## src/rtl/conv_pe_sequencer_pkg.sv

```systemverilog
// Shared constants, FSM encoding and tap addressing for the 4x4 * 3x3 convolution sequencer.
package conv_pe_sequencer_pkg;

    localparam int DATA_W     = 8;
    localparam int N_IN       = 16;
    localparam int N_TAPS     = 9;
    localparam int N_WIN      = 4;
    localparam int WIN_CYCLES = 11;

    typedef enum logic [2:0] {
        ST_IDLE,
        ST_CLEAR,
        ST_FEED,
        ST_STORE,
        ST_DONE
    } state_t;

    // Row-major index of the input pixel read by tap k of window win.
    function automatic logic [3:0] in_index(input logic [1:0] win, input logic [3:0] tap);
        int ky;
        int kx;
        ky = int'(tap) / 3;
        kx = int'(tap) % 3;
        return 4'((int'(win[1]) + ky) * 4 + int'(win[0]) + kx);
    endfunction

endpackage

```

## src/rtl/conv_pe_sequencer_if.sv

```systemverilog
// Control, operand and result bundle between the sequencer and its host.
interface conv_pe_sequencer_if;
    import conv_pe_sequencer_pkg::*;

    logic                       start;
    logic [N_IN*DATA_W-1:0]     in_flat;
    logic [N_TAPS*DATA_W-1:0]   fil_flat;
    logic                       busy;
    logic                       done;
    logic                       result_valid;
    logic [DATA_W-1:0]          c11;
    logic [DATA_W-1:0]          c12;
    logic [DATA_W-1:0]          c21;
    logic [DATA_W-1:0]          c22;
    logic [1:0]                 win_idx;
    logic [3:0]                 tap_idx;

    modport master (
        output start, in_flat, fil_flat,
        input  busy, done, result_valid, c11, c12, c21, c22, win_idx, tap_idx
    );

    modport slave (
        input  start, in_flat, fil_flat,
        output busy, done, result_valid, c11, c12, c21, c22, win_idx, tap_idx
    );

endinterface

```

## src/rtl/conv_pe_sequencer_pe_mac.sv

```systemverilog
// Single multiply-accumulate element; product and sum wrap modulo 2^W.
module pe_mac
    import conv_pe_sequencer_pkg::*;
#(
    parameter int W = DATA_W
) (
    input  logic         clk,
    input  logic         rst,
    input  logic         clr,
    input  logic         en,
    input  logic [W-1:0] a,
    input  logic [W-1:0] b,
    output logic [W-1:0] acc
);

    logic [W-1:0] acc_q, acc_d;
    logic [W-1:0] prod;

    assign prod = a * b;

    always_comb begin
        acc_d = acc_q;
        if (clr) begin
            acc_d = '0;
        end else if (en) begin
            acc_d = acc_q + prod;
        end
    end

    always_ff @(posedge clk or posedge rst) begin
        if (rst) begin
            acc_q <= '0;
        end else begin
            acc_q <= acc_d;
        end
    end

    assign acc = acc_q;

endmodule

```

## src/rtl/conv_pe_sequencer.sv

```systemverilog
// Walks four 3x3 windows over a latched 4x4 tile, feeding one shared MAC per tap
// and storing each window sum into its output register.
module conv_pe_sequencer
    import conv_pe_sequencer_pkg::*;
(
    input  logic               clk,
    input  logic               rst,
    conv_pe_sequencer_if.slave bus
);

    state_t                       state_q, state_d;
    logic [3:0]                   tap_q, tap_d;
    logic [1:0]                   win_q, win_d;
    logic [N_IN*DATA_W-1:0]       in_q, in_d;
    logic [N_TAPS*DATA_W-1:0]     fil_q, fil_d;
    logic [N_WIN-1:0][DATA_W-1:0] c_q, c_d;
    logic                         rv_q, rv_d;

    logic                         pe_en;
    logic                         pe_clr;
    logic [DATA_W-1:0]            pe_a;
    logic [DATA_W-1:0]            pe_b;
    logic [DATA_W-1:0]            pe_acc;

    logic [DATA_W-1:0]            in_pix  [N_IN];
    logic [DATA_W-1:0]            fil_pix [N_TAPS];

    // Flat buses are MSB-first, so element 0 sits at the top of the vector.
    for (genvar gi = 0; gi < N_IN; gi++) begin : g_in_pix
        assign in_pix[gi] = in_q[(N_IN-1-gi)*DATA_W +: DATA_W];
    end

    for (genvar gi = 0; gi < N_TAPS; gi++) begin : g_fil_pix
        assign fil_pix[gi] = fil_q[(N_TAPS-1-gi)*DATA_W +: DATA_W];
    end

    always_ff @(posedge clk or posedge rst) begin
        if (rst) begin
            state_q <= ST_IDLE;
        end else begin
            state_q <= state_d;
        end
    end

    always_comb begin
        state_d = state_q;
        case (state_q)
            ST_IDLE:  if (bus.start) state_d = ST_CLEAR;
            ST_CLEAR: state_d = ST_FEED;
            ST_FEED:  if (tap_q == 4'(N_TAPS-1)) state_d = ST_STORE;
            ST_STORE: state_d = (win_q == 2'(N_WIN-1)) ? ST_DONE : ST_CLEAR;
            ST_DONE:  state_d = ST_IDLE;
            default:  state_d = ST_IDLE;
        endcase
    end

    // Filter is flipped for a true convolution: tap k pairs with filter element 8-k.
    always_comb begin
        pe_en  = (state_q == ST_FEED);
        pe_clr = (state_q == ST_CLEAR);
        pe_a   = '0;
        pe_b   = '0;
        if (pe_en) begin
            pe_a = in_pix[in_index(win_q, tap_q)];
            pe_b = fil_pix[4'(N_TAPS-1) - tap_q];
        end
    end

    always_comb begin
        tap_d = tap_q;
        win_d = win_q;
        in_d  = in_q;
        fil_d = fil_q;
        c_d   = c_q;
        rv_d  = rv_q;
        case (state_q)
            ST_IDLE: begin
                if (bus.start) begin
                    in_d  = bus.in_flat;
                    fil_d = bus.fil_flat;
                    rv_d  = 1'b0;
                    win_d = '0;
                    tap_d = '0;
                end
            end
            ST_CLEAR: tap_d = '0;
            ST_FEED:  tap_d = tap_q + 4'd1;
            ST_STORE: begin
                c_d[win_q] = pe_acc;
                tap_d      = '0;
                if (win_q != 2'(N_WIN-1)) begin
                    win_d = win_q + 2'd1;
                end
            end
            ST_DONE:  rv_d = 1'b1;
            default:  ;
        endcase
    end

    always_ff @(posedge clk or posedge rst) begin
        if (rst) begin
            tap_q <= '0;
            win_q <= '0;
            in_q  <= '0;
            fil_q <= '0;
            c_q   <= '0;
            rv_q  <= 1'b0;
        end else begin
            tap_q <= tap_d;
            win_q <= win_d;
            in_q  <= in_d;
            fil_q <= fil_d;
            c_q   <= c_d;
            rv_q  <= rv_d;
        end
    end

    pe_mac #(.W(DATA_W)) u_pe_mac (
        .clk (clk),
        .rst (rst),
        .clr (pe_clr),
        .en  (pe_en),
        .a   (pe_a),
        .b   (pe_b),
        .acc (pe_acc)
    );

    assign bus.busy         = (state_q != ST_IDLE);
    assign bus.done         = (state_q == ST_DONE);
    assign bus.result_valid = rv_q;
    assign bus.c11          = c_q[0];
    assign bus.c12          = c_q[1];
    assign bus.c21          = c_q[2];
    assign bus.c22          = c_q[3];
    assign bus.win_idx      = win_q;
    assign bus.tap_idx      = (state_q == ST_FEED) ? tap_q : 4'd0;

endmodule

```

## src/flat_wrapper.sv

```systemverilog
// flat-port wrapper written by rule: the top's interface ports become plain ports
module conv_pe_sequencer_flat import conv_pe_sequencer_pkg::*;
  (clk, rst, bus_start, bus_in_flat, bus_fil_flat, bus_busy, bus_done, bus_result_valid, bus_c11, bus_c12, bus_c21, bus_c22, bus_win_idx, bus_tap_idx);
  conv_pe_sequencer_if bus_i ();
  input  logic clk;
  input  logic rst;
  input wire logic [$bits(bus_i.start)-1:0] bus_start;
  input wire logic [$bits(bus_i.in_flat)-1:0] bus_in_flat;
  input wire logic [$bits(bus_i.fil_flat)-1:0] bus_fil_flat;
  output wire logic [$bits(bus_i.busy)-1:0] bus_busy;
  output wire logic [$bits(bus_i.done)-1:0] bus_done;
  output wire logic [$bits(bus_i.result_valid)-1:0] bus_result_valid;
  output wire logic [$bits(bus_i.c11)-1:0] bus_c11;
  output wire logic [$bits(bus_i.c12)-1:0] bus_c12;
  output wire logic [$bits(bus_i.c21)-1:0] bus_c21;
  output wire logic [$bits(bus_i.c22)-1:0] bus_c22;
  output wire logic [$bits(bus_i.win_idx)-1:0] bus_win_idx;
  output wire logic [$bits(bus_i.tap_idx)-1:0] bus_tap_idx;
  assign bus_i.start = bus_start;
  assign bus_i.in_flat = bus_in_flat;
  assign bus_i.fil_flat = bus_fil_flat;
  assign bus_busy = bus_i.busy;
  assign bus_done = bus_i.done;
  assign bus_result_valid = bus_i.result_valid;
  assign bus_c11 = bus_i.c11;
  assign bus_c12 = bus_i.c12;
  assign bus_c21 = bus_i.c21;
  assign bus_c22 = bus_i.c22;
  assign bus_win_idx = bus_i.win_idx;
  assign bus_tap_idx = bus_i.tap_idx;
  conv_pe_sequencer u_core (.clk(clk), .rst(rst), .bus(bus_i));
endmodule
```

## config.mk

```make
export PLATFORM = sky130hd
export DESIGN_NAME = conv_pe_sequencer_flat
export DESIGN_NICKNAME = d
export VERILOG_FILES = /design/src/rtl/conv_pe_sequencer_pkg.sv /design/src/rtl/conv_pe_sequencer_if.sv /design/src/rtl/conv_pe_sequencer_pe_mac.sv /design/src/rtl/conv_pe_sequencer.sv /design/src/flat_wrapper.sv
export SDC_FILE = /design/constraint.sdc
export NUM_CORES = 1
export LEC_CHECK = 0
export ABC_AREA = 1
export BUFFER_PORTS_ARGS = -buffer_cell sky130_fd_sc_hd__clkbuf_2
export CAP_MARGIN = 10
export CORE_UTILIZATION = 60
export CTS_BUF_LIST = sky130_fd_sc_hd__clkbuf_4 sky130_fd_sc_hd__clkbuf_8
export DETAILED_ROUTE_END_ITERATION = 16
export HOLD_SLACK_MARGIN = 0.15
export PLACE_DENSITY = 0.95
export SLEW_MARGIN = 20
export SYNTH_ARGS = -nofsm -noshare
export SYNTH_HDL_FRONTEND = slang
export SYNTH_SLANG_ARGS = --single-unit
```

## constraint.sdc

```tcl
create_clock -name clk -period 19.7 [get_ports clk]
set_input_delay 1.97 -clock clk [delete_from_list [all_inputs] [get_ports clk]]
set_output_delay 1.97 -clock clk [all_outputs]
set_load 0.005 [all_outputs]
```

; ---- Word-level counts from Yosys, hierarchy flattened
; Cells that the tools add are included.
[classes]
add_sub_neg = 7
mul = 1
n_div = 2
order_cmp = 4
eq_ne = 10
mux = 25
bitwise = 2
reduce_logical = 13
[ops]
columns = operator, count
row1 = $mux W8, 9
row2 = $bmux W8 S4, 2
row3 = $bwmux W32, 1
row4 = $div A5 B3 Y32 const B, 1
row5 = $mod A5 B3 Y32 const B, 1
row6 = $demux W8 S2, 1
row7 = $pmux W3 S4, 1
row8 = $pmux W4 S3, 1
row9 = $ge A5 B5 Y1 const B, 2
row10 = $not A4 Y5, 2
row11 = $mux W3, 3
row12 = $add A8 B8 Y8, 1
row13 = $mul A8 B8 Y8, 1
row14 = $mux W4, 2
row15 = $reduce_and A2 Y1, 4
row16 = $eq A3 B2 Y1 const B, 2
row17 = $ne A2 B2 Y1 const B, 3
row18 = $reduce_bool A2 Y1, 3
row19 = $reduce_bool A3 Y1, 2
row20 = $add A4 B1 Y4 const B, 1
row21 = $add A4 B2 Y4, 1
row22 = $add A4 B4 Y4, 1
row23 = $eq A4 B4 Y1 const B, 1
row24 = $mux W2, 2
row25 = 16 further kinds, 16
[word_totals]
reg_bits = 250
in_bits = 203
out_inout_bits = 41
elab_cells = 75

; ---- Depth between registers and ports, before layout
[depth]
depth_word = 13
depth_mapped = 50
ltp_nobuf = 48

; ---- Modules after synthesis
; From an unflattened synthesis, not the netlist that was laid out.
[unflattened]
cells_unflattened = 1694
area_unflattened_um2 = 13138.9
[by_module_without_submodules]
columns = mod, instances, cells_each, area_each_um2, seq_area_each_um2
row1 = conv_pe_sequencer, 1, 1475, 11577.4, 6055.8
row2 = pe_mac, 1, 219, 1561.5, 200.2

; ---- Worst setup path before layout
; Ideal clock, no wire load.
[synth_timing]
kind = register -> register
start = register u_core.tap_q[0]
end = register u_core.u_pe_mac.acc_q[7] (netlist: u_core.u_pe_mac.acc[7])
setup_ps = 117
t_arrival_ps = 7176
required_ps = 19583
path_slack_ps = 12407
path_stages_with_launch = 45
path_buffers = 3
synth_period_minus_slack_ps = 7293
path_cell_list = dfrtp_1 -> clkinv_1 -> clkbuf_1 -> clkbuf_1 -> ha_1 -> nand3_2 -> nand3_4 -> nand2_1 -> nand2_1 -> inv_1 -> ha_1 -> inv_1 -> nand3_2 -> ha_1 -> ha_1 -> xnor2_1 -> inv_1 -> clkbuf_1 -> [... 9 more ...] -> fa_1 -> inv_1 -> fa_1 -> inv_1 -> fa_1 -> inv_1 -> ha_1 -> a21o_1 -> a31oi_1 -> inv_1 -> nand3_1 -> nand2_1 -> nand2_1 -> nand2_1 -> inv_1 -> nand2_1 -> nand3_1 -> nand2_1
[synth_via]
elab_chain_len = 13
elab_cells_between_ends = 20
cone_classes = 5 x add/sub / 1 x mul / 2 x div / 10 x mux / 2 x bitwise
[synth_rtl]
columns = element, line_no
row1 = from (decl), conv_pe_sequencer.sv:12  ; logic [3:0] tap_q, tap_d;
row2 = from (signal assigned), conv_pe_sequencer.sv:109  ; tap_q <= tap_d;
row3 = $div A5 B3 Y32, conv_pe_sequencer_pkg.sv:22  ; ky = int'(tap) / 3;
row4 = $add A2 B2 Y2, conv_pe_sequencer_pkg.sv:24  ; return 4'((int'(win[1]) + ky) * 4 + int'(win[0]) + kx);
row5 = $add A4 B2 Y4, conv_pe_sequencer_pkg.sv:24
row6 = $add A4 B4 Y4, conv_pe_sequencer_pkg.sv:24
row7 = $not A4 Y5 (not written as such), conv_pe_sequencer.sv:64  ; pe_a = in_pix[in_index(win_q, tap_q)];
row8 = $bmux W8 S4, conv_pe_sequencer.sv:64
row9 = $mux W8 (not written as such) (2 in a row), conv_pe_sequencer.sv:64
row10 = $mux W8, conv_pe_sequencer.sv:63  ; if (pe_en) begin
row11 = $mul A8 B8 Y8 (*), conv_pe_sequencer_pe_mac.sv:19  ; assign prod = a * b;
row12 = $add A8 B8 Y8 (*), conv_pe_sequencer_pe_mac.sv:26  ; acc_d = acc_q + prod;
row13 = $mux W8 (*), conv_pe_sequencer_pe_mac.sv:25  ; end else if (en) begin
row14 = $mux W8 (*), conv_pe_sequencer_pe_mac.sv:23  ; if (clr) begin
row15 = to (signal assigned), conv_pe_sequencer_pe_mac.sv:32  ; acc_q <= '0;
row16 = to (signal assigned), conv_pe_sequencer_pe_mac.sv:34  ; acc_q <= acc_d;
row17 = to (decl), conv_pe_sequencer_pe_mac.sv:16  ; logic [W-1:0] acc_q, acc_d;
; Mark *: on every way between the ends. The rest lies on a longest branch, timed or not. The select of a mux whose other input is x is not followed.
; A chain may end at the register's enable or synchronous reset.

; ---- Worst setup path after layout
[layout_timing]
start = register u_core.tap_q[3]
end = register u_core.u_pe_mac.acc_q[7] (netlist: u_core.u_pe_mac.acc[7])
; Same word-level chain as after synthesis.

==> results.json <==
{
  "status": "completed",
  "path_clk_slew_ns": 0.06,
  "port_buffers": 243,
  "insertion_delay_ns": 0.54,
  "nets": 2133,
  "drc": 0,
  "grt.total_usage_pct": 32.68,
  "post_layout_nonfiller_instances": 2183,
  "crit_type": "reg2reg",
  "worst_pin_slew_ns": 1.072,
  "fp-row-count": 53,
  "worstSetupEndpointType": "flip-flop",
  "grt_pass1_wl_um": 56840,
  "finalInstanceArea_sq_um": 15100,
  "fin_total_pwr_mw": 2.708,
  "dr.pass1.iters": 7,
  "cp.arrival_ns": 9.11,
  "vdd_drop_max_mv": 0.1437,
  "final_cell_mix": "nand2_1, dfrtp_1, clkbuf_2, o21ai_0, inv_1",
  "utilization_pct": 71.85,
  "dpl-instance-area_sq_um": 14220,
  "setup_tns_ns": 0,
  "placed_cells": 2112,
  "io_pins": 244,
  "initial_core_util_pct": 61.23,
  "cts_hold_buf": 0,
  "post-route-min-period_ns": 8.699,
  "multi_input_comb_area_sq_um": 5772,
  "cts_resized": 0,
  "syn-num-nets": 1918,
  "syn_to_final_growth_pct": 17.35,
  "drv_cap": 0,
  "slew_viol_final": 0,
  "final.setup_skew_ns": 0.02299,
  "clkSinkCount": 250,
  "drtIter0Drc": 1128,
  "max_stage_delay_ns": 0.67,
  "hold_class": "reg2reg",
  "min_from": "u_core.in_pix[63]",
  "rsz0062_at_grt": "false",
  "cp_num_buf_inv": 13,
  "antenna_found_initial": 0,
  "grt_pass1_vias": 11820,
  "grt_max_degree": 129,
  "crit_path_start": "u_core.tap_q[3]",
  "synthesis.instances": 1665,
  "globalplace.congestion": 0.9100,
  "worst-r2r-cell-count": 46,
  "syn_area_sq_um": 12870,
  "diodes": 0,
  "fin_ws_ns": 11.00,
  "fillers": 1538,
  "die_w_um": 148.5,
  "hold_viol": 0,
  "synth_area_per_cell_sq_um": 7.730,
  "root_buffer": "clkbuf_8",
  "setup_viol": 0,
  "crit_fanout": 37,
  "crit_required_ns": 20.11,
  "yosys_warnings": 0,
  "cts_buffers": 40,
  "h-tree-depth": 2,
  "ys_types": 34,
  "drive_gt1_share_pct": 18.50,
  "drt_wl_total_um": 35300,
  "dpl.hpwl_um": 24880,
  "die_h_um": 148.5,
  "num_vias": 12350,
  "wl_per_cell_um": 16.17,
  "fmax_ghz": 0.1150,
  "cts_max_path_buffers": 3,
  "ys_seq_elements": 250,
  "leakage_nw": 8.245,
  "rr_startpoint": "u_core.tap_q[3]",
  "tritoncts": "done",
  "core_area_sq_um": 21020,
  "dieArea_sq_um": 22040,
  "power_density_nw_per_um2": 179.3,
  "hold_depth": 2,
  "cp_slowest_cell": "clkinv_1",
  "path_delay_family": "adder cells",
  "vias_per_cell": 5.655,
  "yosysSeqAreaShare_pct": 48.61,
  "slew_headroom_pct": 28.51,
  "cts_setup_buffers": 0,
  "overflow": 0,
  "holdWs_ns": 0.4670,
  "cp_num_cells": 46,
  "layout_commonest_cell": "nand2_1",
  "seqCellArea_sq_um": 6256,
  "ant_nets": 0,
  "startpoint_type": "flip-flop",
  "fin_crit_sh_pct": 44.16,
  "pre_cts_ws_ns": 11.16,
  "worst_path_most_repeated_cell": "nand2_1"
}
==> Yosys cell counts (all sizes together) <==
| cell type | n | share of area (%) |
|---|---|---|
| inv | 139 | 4.1 |
| xor2 | 7 | 0.53 |
| o21ai | 192 | 7.5 |
| buf | 11 | 0.41 |
| a21o | 2 | 0.12 |
| nand3 | 28 | 1.4 |
| nand3b | 1 | 0.058 |
| a31oi | 2 | 0.097 |
| nor2 | 109 | 3.2 |
| nor3 | 3 | 0.12 |
| nand4 | 11 | 0.53 |
| and2 | 1 | 0.049 |
| o22ai | 12 | 0.58 |
| clkinv | 2 | 0.058 |
| a311oi | 1 | 0.068 |
| xnor2 | 5 | 0.34 |
| a21oi | 32 | 1.2 |
| ha | 32 | 3.1 |
| fa | 18 | 2.8 |
| o221ai | 8 | 0.54 |
| nand2 | 689 | 20 |
| o31ai | 1 | 0.058 |
| dfrtp | 250 | 49 |
| clkbuf | 73 | 2.1 |
| o211ai | 36 | 2.1 |
==> metal layers <==
layer	GRT usage (%)	up-vias	part of all wire (%)
met2	52.62	710	48
met5	0	-	0
li1	-	5693	-
met4	17.53	0	4.9
met1	42.61	5791	39
met3	5.276	151	8.1
==> registers in the layout, summed over array words and instances (netlist names) <==
signal / count
u_core.in_pix: 128
u_core.fil_pix: 72
u_core.bus.c22: 8
u_core.state_q: 3
u_core.tap_q: 4
u_core.bus.result_valid: 1
u_core.bus.c12: 8
u_core.u_pe_mac.acc: 8
u_core.bus.c11: 8
u_core.bus.win_idx: 2
u_core.bus.c21: 8
==> final cells by class <==
class | count | share of cell area (%)
clock inverter | 6 | 0.2402
tap | 275 | 2.278
inverter | 141 | 3.570
clock buffer | 64 | 5.376
sequential | 250 | 41.42
multi-input combinational | 1190 | 38.21
timing repair buffer | 257 | 8.905
==> power breakdown <==
part | switching [mW] | internal (mW)
Clock | 0.200 | 0.261
Combinational | 0.949 | 0.424
Sequential | 0.130 | 0.743
Total | 1.28 | 1.43
==> final timing paths <==
check / slack, ns / end
setup reg to reg: 11.00 / u_core.u_pe_mac.acc[7]
hold reg to reg: 0.47 / u_core.in_pix[63]
max in group asynchronous: 16.10 / u_core.in_pix[125]
hold / removal: 0.47 / u_core.in_pix[63]
min in group asynchronous: 1.53 / u_core.bus.c12[0]
setup / recovery: 11.00 / u_core.u_pe_mac.acc[7]
==> worst register-to-register path, delay by kind of cell (launching register included) <==
family | cells | cell delay, ns
adder cells (fa/ha/maj) | 10 | 3.43
buffers and inverters | 13 | 1.83
AND/OR/NAND/NOR | 16 | 1.42
AO/OA/AOI/OAI | 6 | 1.16
flip-flops | 1 | 0.49
XOR/XNOR | 1 | 0.19
==> kinds of logic (layout without fill, tap and decap cells) <==
logic type / after synthesis / after routing / share of synthesized area, %
AOI/OAI and AO/OA: 286 / 286 / 12.28
and+or+nand+nor: 842 / 842 / 25.68
DFF: 250 / 250 / 48.61
buffers and inverters: 225 / 468 / 6.649
adders and majority gates: 50 / 50 / 5.910
xor gates and xnor gates: 12 / 12 / 0.8749
Note: power is estimated with default switching activity, not from simulation.
